$ cat src/rtl/bsg_mem_rv_adapter_pkg.sv
// bsg_mem_rv_adapter_pkg: shared constants and request struct macro for the rv memory adapter
`ifndef BSG_MEM_RV_ADAPTER_PKG_SV
`define BSG_MEM_RV_ADAPTER_PKG_SV
package bsg_mem_rv_adapter_pkg;
  localparam int bsg_mem_rv_adapter_min_resp_els_gp = 2;
endpackage
`define BSG_MEM_RV_ADAPTER_DECLARE_REQ_S(width_mp, addr_width_mp) \
  typedef struct packed { \
    logic w; \
    logic [addr_width_mp-1:0] addr; \
    logic [width_mp-1:0] data; \
    logic [width_mp-1:0] w_mask; \
  } bsg_mem_rv_adapter_req_s
`endif

$ cat src/rtl/bsg_mem_rv_resp_fifo.sv
// bsg_mem_rv_resp_fifo: flop-based circular response buffer with head-visible output
module bsg_mem_rv_resp_fifo #(
  parameter int width_p = 32,
  parameter int els_p = 2
) (
  input  logic               clk_i,
  input  logic               reset_i,
  input  logic               push_v_i,
  input  logic [width_p-1:0] push_data_i,
  input  logic               pop_yumi_i,
  output logic               head_v_o,
  output logic [width_p-1:0] head_data_o
);
  localparam int ptr_w_lp = (els_p > 1) ? $clog2(els_p) : 1;
  localparam int cnt_w_lp = $clog2(els_p + 1);
  localparam logic [ptr_w_lp-1:0] last_lp = ptr_w_lp'(els_p - 1);
  logic [width_p-1:0] mem_q [els_p];
  logic [width_p-1:0] mem_d [els_p];
  logic [ptr_w_lp-1:0] wptr_q, wptr_d, rptr_q, rptr_d;
  logic [cnt_w_lp-1:0] cnt_q, cnt_d;
  assign head_v_o = cnt_q != '0;
  assign head_data_o = mem_q[rptr_q];
  // next pointers, occupancy and storage contents
  always_comb begin
    mem_d = mem_q;
    if (push_v_i) mem_d[wptr_q] = push_data_i;
    wptr_d = reset_i ? '0 : push_v_i ? ((wptr_q == last_lp) ? '0 : wptr_q + 1'b1) : wptr_q;
    rptr_d = reset_i ? '0 : pop_yumi_i ? ((rptr_q == last_lp) ? '0 : rptr_q + 1'b1) : rptr_q;
    cnt_d = reset_i ? '0 : cnt_q + cnt_w_lp'(push_v_i) - cnt_w_lp'(pop_yumi_i);
  end
  // pointer and occupancy state
  always_ff @(posedge clk_i) begin
    wptr_q <= wptr_d;
    rptr_q <= rptr_d;
    cnt_q <= cnt_d;
  end
  // storage has no reset; occupancy alone decides validity
  always_ff @(posedge clk_i) begin
    mem_q <= mem_d;
  end
`ifndef SYNTHESIS
  // overflow and underflow are structural bugs in the caller
  always_ff @(posedge clk_i) begin
    if (!reset_i) begin
      assert (!(push_v_i && !pop_yumi_i && cnt_q == cnt_w_lp'(els_p))) else $error("resp fifo push when full");
      assert (!(pop_yumi_i && cnt_q == '0)) else $error("resp fifo pop when empty");
    end
  end
`endif
endmodule

$ cat src/rtl/bsg_mem_1rw_sync_rv_adapter.sv
// bsg_mem_1rw_sync_rv_adapter: ready/valid front end for a 1rw sync mask-write memory; BSG_MEM_RV_ADAPTER_WRITE_ACK_EN makes writes return a zero ack
module bsg_mem_1rw_sync_rv_adapter
  import bsg_mem_rv_adapter_pkg::*;
#(
  parameter int width_p = 32,
  parameter int els_p = 16,
  parameter int resp_els_p = 2,
  parameter int addr_width_lp = (els_p > 1) ? $clog2(els_p) : 1
) (
  input  logic                     clk_i,
  input  logic                     reset_i,
  input  logic                     v_i,
  output logic                     ready_o,
  input  logic                     w_i,
  input  logic [addr_width_lp-1:0] addr_i,
  input  logic [width_p-1:0]       data_i,
  input  logic [width_p-1:0]       w_mask_i,
  output logic                     v_o,
  output logic [width_p-1:0]       data_o,
  input  logic                     yumi_i,
  output logic                     mem_v_o,
  output logic                     mem_w_o,
  output logic [addr_width_lp-1:0] mem_addr_o,
  output logic [width_p-1:0]       mem_data_o,
  output logic [width_p-1:0]       mem_w_mask_o,
  input  logic [width_p-1:0]       mem_data_i
);
  `BSG_MEM_RV_ADAPTER_DECLARE_REQ_S(width_p, addr_width_lp);
  localparam int cnt_w_lp = $clog2(resp_els_p + 1);
`ifdef BSG_MEM_RV_ADAPTER_WRITE_ACK_EN
  localparam logic write_ack_lp = 1'b1;
`else
  localparam logic write_ack_lp = 1'b0;
`endif
  bsg_mem_rv_adapter_req_s req;
  logic [cnt_w_lp-1:0] count_q, count_d;
  logic pend_q, pend_d, pend_w_q, pend_w_d;
  logic issue_resp, head_v, push_v, pop_v;
  logic [width_p-1:0] head_data, resp_data;
  assign req = '{w: w_i, addr: addr_i, data: data_i, w_mask: w_mask_i};
  assign ready_o = ~reset_i & (count_q < cnt_w_lp'(resp_els_p));
  assign mem_v_o = v_i & ready_o;
  assign mem_w_o = req.w;
  assign mem_addr_o = req.addr;
  assign mem_data_o = req.data;
  assign mem_w_mask_o = req.w_mask;
  // credits are taken at issue and returned on yumi; the bypass serves an empty buffer
  always_comb begin
    issue_resp = mem_v_o & (~w_i | write_ack_lp);
    resp_data = pend_w_q ? '0 : mem_data_i;
    v_o = head_v | pend_q;
    data_o = head_v ? head_data : resp_data;
    push_v = pend_q & (head_v | ~yumi_i);
    pop_v = yumi_i & head_v;
    count_d = reset_i ? '0 : count_q + cnt_w_lp'(issue_resp) - cnt_w_lp'(yumi_i);
    pend_d = ~reset_i & issue_resp;
    pend_w_d = w_i;
  end
  // credit count and one-deep in-flight tracking
  always_ff @(posedge clk_i) begin
    count_q <= count_d;
    pend_q <= pend_d;
    pend_w_q <= pend_w_d;
  end
  bsg_mem_rv_resp_fifo #(.width_p(width_p), .els_p(resp_els_p)) fifo (
    .clk_i(clk_i),
    .reset_i(reset_i),
    .push_v_i(push_v),
    .push_data_i(resp_data),
    .pop_yumi_i(pop_v),
    .head_v_o(head_v),
    .head_data_o(head_data)
  );
`ifndef SYNTHESIS
  // configuration and handshake sanity
  always_ff @(posedge clk_i) begin
    assert (resp_els_p >= bsg_mem_rv_adapter_min_resp_els_gp) else $error("resp_els_p below minimum");
    if (!reset_i) assert (!(yumi_i && !v_o)) else $error("yumi_i without v_o");
  end
`endif
endmodule
$ cat config.mk
export PLATFORM = sky130hd
export DESIGN_NAME = bsg_mem_1rw_sync_rv_adapter
export DESIGN_NICKNAME = d
export VERILOG_FILES = /design/src/rtl/bsg_mem_rv_adapter_pkg.sv /design/src/rtl/bsg_mem_rv_resp_fifo.sv /design/src/rtl/bsg_mem_1rw_sync_rv_adapter.sv
export SDC_FILE = /design/constraint.sdc
export NUM_CORES = 1
export LEC_CHECK = 0
export CELL_PAD_IN_SITES_DETAIL_PLACEMENT = 1
export CELL_PAD_IN_SITES_GLOBAL_PLACEMENT = 1
export CORE_AREA = 2 2 127 104
export CTS_BUF_LIST = sky130_fd_sc_hd__clkbuf_4 sky130_fd_sc_hd__clkbuf_8 sky130_fd_sc_hd__clkbuf_16
export CTS_CLUSTER_DIAMETER = 150
export CTS_CLUSTER_SIZE = 14
export DETAILED_ROUTE_END_ITERATION = 8
export DIE_AREA = 0 0 129 106
export PLACE_DENSITY = 0.89
export SKIP_CTS_REPAIR_TIMING = 1
export SYNTH_ARGS = -nofsm -noshare
export SYNTH_HDL_FRONTEND = slang
export SYNTH_SLANG_ARGS = --single-unit
$ cat constraint.sdc
create_clock -name clk_i -period 9 [get_ports clk_i]
set_clock_uncertainty 0.2 [all_clocks]
set_input_delay 2.7 -clock clk_i [delete_from_list [all_inputs] [get_ports clk_i]]
set_output_delay 2.7 -clock clk_i [all_outputs]
set_load 0.02 [all_outputs]
# Word level (Yosys, flattened, before mapping)
# Index checks and enable logic that the tools add are counted.
# word_totals
register_bits	72
in_bits	105
out_inout_bits	104
wordCells	43
# classes
addsub	6
magnitude_cmp	4
n_mux	10
bitwise_logic	13
reduce_logical	2
# ops
op	count
$mux W32	6
$bwmux W64	1
$demux W32 S1	1
$and A1 B1 Y1	6
$add A2 B1 Y2	2
$ge A2 B2 Y1 const B	2
$not A1 Y2	2
$sub A2 B1 Y2	2
$not A1 Y1	3
$add A1 B1 Y1 const B	2
$lt A2 B1 Y1 const B	1
$lt A2 B2 Y1 const B	1
$mux W1	2
$or A1 B1 Y1	2
$reduce_bool A2 Y1	1
$logic_and A1 B1 Y1	1

# Depth between registers and ports, before layout
# depth
word_depth	6
depth_mapped	8
depth_no_buf	8

# Cells and area by module
# A second synthesis with hierarchy kept.
# unflattened
cells_unflattened	275
area_unflattened_um2	3955.0
# modules_own_cells
module	instances	cells_per_inst	area_per_inst_um2	seq_area_each_um2
bsg_mem_rv_resp_fifo	1	118	2651.3	2001.9
bsg_mem_1rw_sync_rv_adapter	1	157	1303.8	80.1

# Least setup slack after synthesis
# No wires, ideal clock.
# synth_path
kind	in2out
start	in reset_i
end	out mem_v_o
arrival_ps	3340
required_ps	6100
path_slack_ps	2760
cell_stages	2
path_buffers	0
cell_sequence	nor2_1 > and2_1
# synth_via
elab_chain_len	3
# synth_lines
element	line_no	source
start: declaration	bsg_mem_1rw_sync_rv_adapter.sv:11	input logic reset_i,
$not A1 Y1	bsg_mem_1rw_sync_rv_adapter.sv:41	assign ready_o = ~reset_i & (count_q < cnt_w_lp'(resp_els_p));
$and A1 B1 Y1	bsg_mem_1rw_sync_rv_adapter.sv:41	
$and A1 B1 Y1	bsg_mem_1rw_sync_rv_adapter.sv:42	assign mem_v_o = v_i & ready_o;
end: declaration	bsg_mem_1rw_sync_rv_adapter.sv:21	output logic mem_v_o,
# No other way between the ends.

# Worst setup path in the final report
# Ends and elaborated chain as after synthesis.

==> metrics.txt <==
# TYPE chip_impl_metric gauge
chip_impl_metric{name="critical_path_arrival",unit="ns"} 4.27
chip_impl_metric{name="number_of_primary_i_o_pins",unit=""} 209
chip_impl_metric{name="yosysSeqAreaShare",unit="%"} 54.99
chip_impl_metric{name="worstPathRequired",unit="ns"} 6.10
chip_impl_info{name="final_common_cell",value="clkdlybuf4s50_1"} 1
chip_impl_metric{name="routedWlPerCell",unit="µm"} 14.29
chip_impl_metric{name="rows",unit=""} 37
chip_impl_metric{name="drv_cap",unit=""} 0
chip_impl_metric{name="cp_max_fo",unit=""} 8
chip_impl_info{name="clock_tree.root_cell",value="clkbuf_16"} 1
chip_impl_metric{name="floorplan.die_area",unit="µm²"} 13670
chip_impl_metric{name="antenna-diode-count",unit=""} 0
chip_impl_metric{name="post-route-drc-count",unit=""} 0
chip_impl_metric{name="syn_avg_cell_area",unit="µm²"} 12.02
chip_impl_metric{name="worst_path_largest_cell_delay",unit="ns"} 0.61
chip_impl_metric{name="syn-instance-count",unit=""} 315
chip_impl_metric{name="irDropWorstVdd",unit="mV"} 0.2052
chip_impl_metric{name="grt_use_total",unit="%"} 10.60
chip_impl_metric{name="synth.distinct_cells",unit=""} 24
chip_impl_metric{name="first_iter_violations",unit=""} 98
chip_impl_info{name="grt_setup_unrepaired",value="no"} 1
chip_impl_metric{name="htree_levels",unit=""} 3
chip_impl_metric{name="cts_made_buffers",unit=""} 9
chip_impl_metric{name="placed_area",unit="µm²"} 4081
chip_impl_metric{name="achievable-frequency",unit="GHz"} 0.1394
chip_impl_metric{name="fp.dieH",unit="µm"} 106
chip_impl_metric{name="timing.final.max_slew_violations",unit=""} 0
chip_impl_metric{name="finish.net_count",unit=""} 424
chip_impl_metric{name="route.vias.total",unit=""} 2173
chip_impl_metric{name="worstMarginPinSlew",unit="ns"} 1.258
chip_impl_metric{name="route.detailed.vias_per_inst",unit=""} 4.390
chip_impl_metric{name="ant_nets_after_route",unit=""} 0
chip_impl_info{name="status",value="finished clean"} 1
chip_impl_metric{name="grt_max_degree",unit=""} 66
chip_impl_metric{name="antenna_found_initial",unit=""} 0
chip_impl_metric{name="synthToLayoutAreaGrowth",unit="%"} 16.16
chip_impl_metric{name="portBuffers",unit=""} 72
chip_impl_info{name="final_cell_mix",value="72 x clkdlybuf4s50_1, 64 x edfxtp_1, 37 x nor2_1"} 1
chip_impl_metric{name="final_hold_viol_count",unit=""} 0
chip_impl_metric{name="worst_slew_margin_rel",unit="%"} 15.99
chip_impl_metric{name="grt_first_pass_wirelength",unit="mm"} 10.85
chip_impl_metric{name="start_util",unit="%"} 30.18
chip_impl_metric{name="finalCritPeriodShare",unit="%"} 79.72
chip_impl_info{name="worstHoldPathType",value="reg2reg"} 1
chip_impl_metric{name="cts_max_path_buffers",unit=""} 2
chip_impl_info{name="startpoint_class_of_the_critical_path",value="primary input"} 1
chip_impl_info{name="cp_cell_sequence",value="clkdlybuf4s50_1 > nor2_1 > and2_1 > clkdlybuf4s50_1"} 1
chip_impl_metric{name="tritoncts_num_sinks",unit=""} 72
chip_impl_metric{name="layout.cell_area.non_filler",unit="µm²"} 4398
chip_impl_metric{name="netlist_area",unit="µm²"} 3786
chip_impl_metric{name="fin_worst_hold_slack",unit="ns"} 0.3926
chip_impl_metric{name="via_count_of_the_first_global_routing_pass",unit=""} 2242
chip_impl_info{name="endpoint_kind",value="output port"} 1
chip_impl_metric{name="routed_wirelength",unit="mm"} 7.072
chip_impl_metric{name="core_region_area",unit="µm²"} 12550
chip_impl_metric{name="mappedNetlistNets",unit=""} 424
chip_impl_metric{name="final_critical_delay_including_setup_and_external_delays",unit="ns"} 7.175
chip_impl_metric{name="grt.overflow.total",unit=""} 0
chip_impl_info{name="timing.setup.critical_path_class",value="in2out"} 1
chip_impl_metric{name="setup_total_negative_slack",unit="ns"} 0
chip_impl_metric{name="floorplan.die.width",unit="µm"} 129
chip_impl_metric{name="report.final.setup_viol",unit=""} 0
chip_impl_info{name="worst_path_max_delay_cell",value="clkdlybuf4s50_1"} 1
chip_impl_metric{name="drive_above_1_share",unit="%"} 6.563
chip_impl_metric{name="gp_congestion",unit=""} 0.6428
chip_impl_metric{name="worst_skew_pair.late_latency",unit="ns"} 0.33
chip_impl_metric{name="synth-seq-cells",unit=""} 72
chip_impl_metric{name="place_hpwl",unit="mm"} 4.584
chip_impl_metric{name="yosysWarnings",unit=""} 0
chip_impl_info{name="critical-path-top-cell-by-count",value="clkdlybuf4s50_1"} 1
chip_impl_metric{name="detail_route.first_pass.iterations",unit=""} 4
chip_impl_metric{name="leakagePower",unit="nW"} 1.509
chip_impl_metric{name="power_density",unit="nW/µm²"} 333.6
chip_impl_metric{name="cts.clk_slew.worst_paths",unit="ns"} 0.05
chip_impl_info{name="clock_tree_from_tritoncts",value="built"} 1
chip_impl_metric{name="finalPower",unit="mW"} 1.467
## stage by stage
stage / setup WS, ns / utilization, % / instances
floorplan: 2.760 / - / 315
global placement: 1.831 / 32.53 / 479
detailed placement: 1.798 / 32.53 / 479
CTS: 1.797 / 35.06 / 495
global route: 1.696 / 35.06 / 495
finish: 1.825 / 35.06 / 495
## cell usage after synthesis
cell / n / area (µm²)
or3_1: 1 / 6.260
nor2_1: 39 / 146.4
clkbuf_1: 3 / 11.26
mux2i_1: 32 / 320.3
nor2b_1: 20 / 125.1
xor2_1: 3 / 26.28
a21oi_1: 32 / 160.2
buf_6: 1 / 11.26
o21ai_4: 1 / 16.27
and2_1: 1 / 6.260
o21ai_0: 1 / 5.000
nor2_2: 1 / 6.260
and2b_1: 15 / 112.6
nand2b_1: 1 / 6.260
inv_1: 5 / 18.77
xnor2_1: 2 / 17.52
buf_4: 71 / 533.0
dfxtp_1: 8 / 160.2
clkbuf_4: 2 / 15.01
or2_4: 1 / 8.760
mux2_1: 1 / 11.26
buf_8: 6 / 90.09
ha_1: 4 / 50.05
edfxtp_1: 64 / 1922
## worst paths after layout
check           startpoint            end  slack [ns]  depth (start not counted)
max reg2reg  fifo.cnt_q[1]  fifo.mem_q[2]        6.46                          3
min             count_q[0]     count_q[0]        0.39                          2
max                reset_i        mem_v_o        1.83                          4
min reg2reg     count_q[0]     count_q[0]        0.39                          2
## metal layers
layer	vias to the layer above	global-route usage [%]	routed length, µm
met5	-	0	0
met4	0	6.677	235
met3	32	4.680	510
met2	83	16.48	3348
met1	1051	11.85	2978
li1	1007	-	-
## critical path, delay by kind of cell
kind          cells  cell delay [ns]
buf+inv           2             1.17
simple gates      2             0.40
## kinds of logic (layout without fill, tap and decap cells)
group	after synthesis	count (layout)	synth area share, %
buffers and inverters	88	93	17.94
AND/OR/NAND/NOR	79	79	11.04
flip-flops	72	72	54.99
AO/OA/AOI/OAI	34	34	4.792
multiplexers	33	33	8.757
XOR/XNOR	5	5	1.157
adder cells (fa/ha/maj)	4	4	1.322
## where the power goes
group / switching [mW] / internal [mW] / total (mW)
registers: 0.0399 / 0.382 / 0.422
clock network: 0.131 / 0.244 / 0.374
logic: 0.356 / 0.315 / 0.670
## sequential cells by signal, indices dropped and copies added, names as in the netlist
signal and count:
fifo.mem_q 64, count_q 2, fifo.cnt_q 2, fifo.rptr_q 1, fifo.wptr_q 1, pend_q 1
pend_w_q 1
## layout make-up
type | count | area, µm²
clock buffers | 10 | 232.7
inverters | 5 | 18.77
multi-input cells | 155 | 1040
well taps | 175 | 219.0
flip-flops and latches | 72 | 2083
repair buffers | 72 | 720.7
clock inverters | 6 | 83.83
fillers | 1367 | 8148
Power figures use the tool's default switching activity.
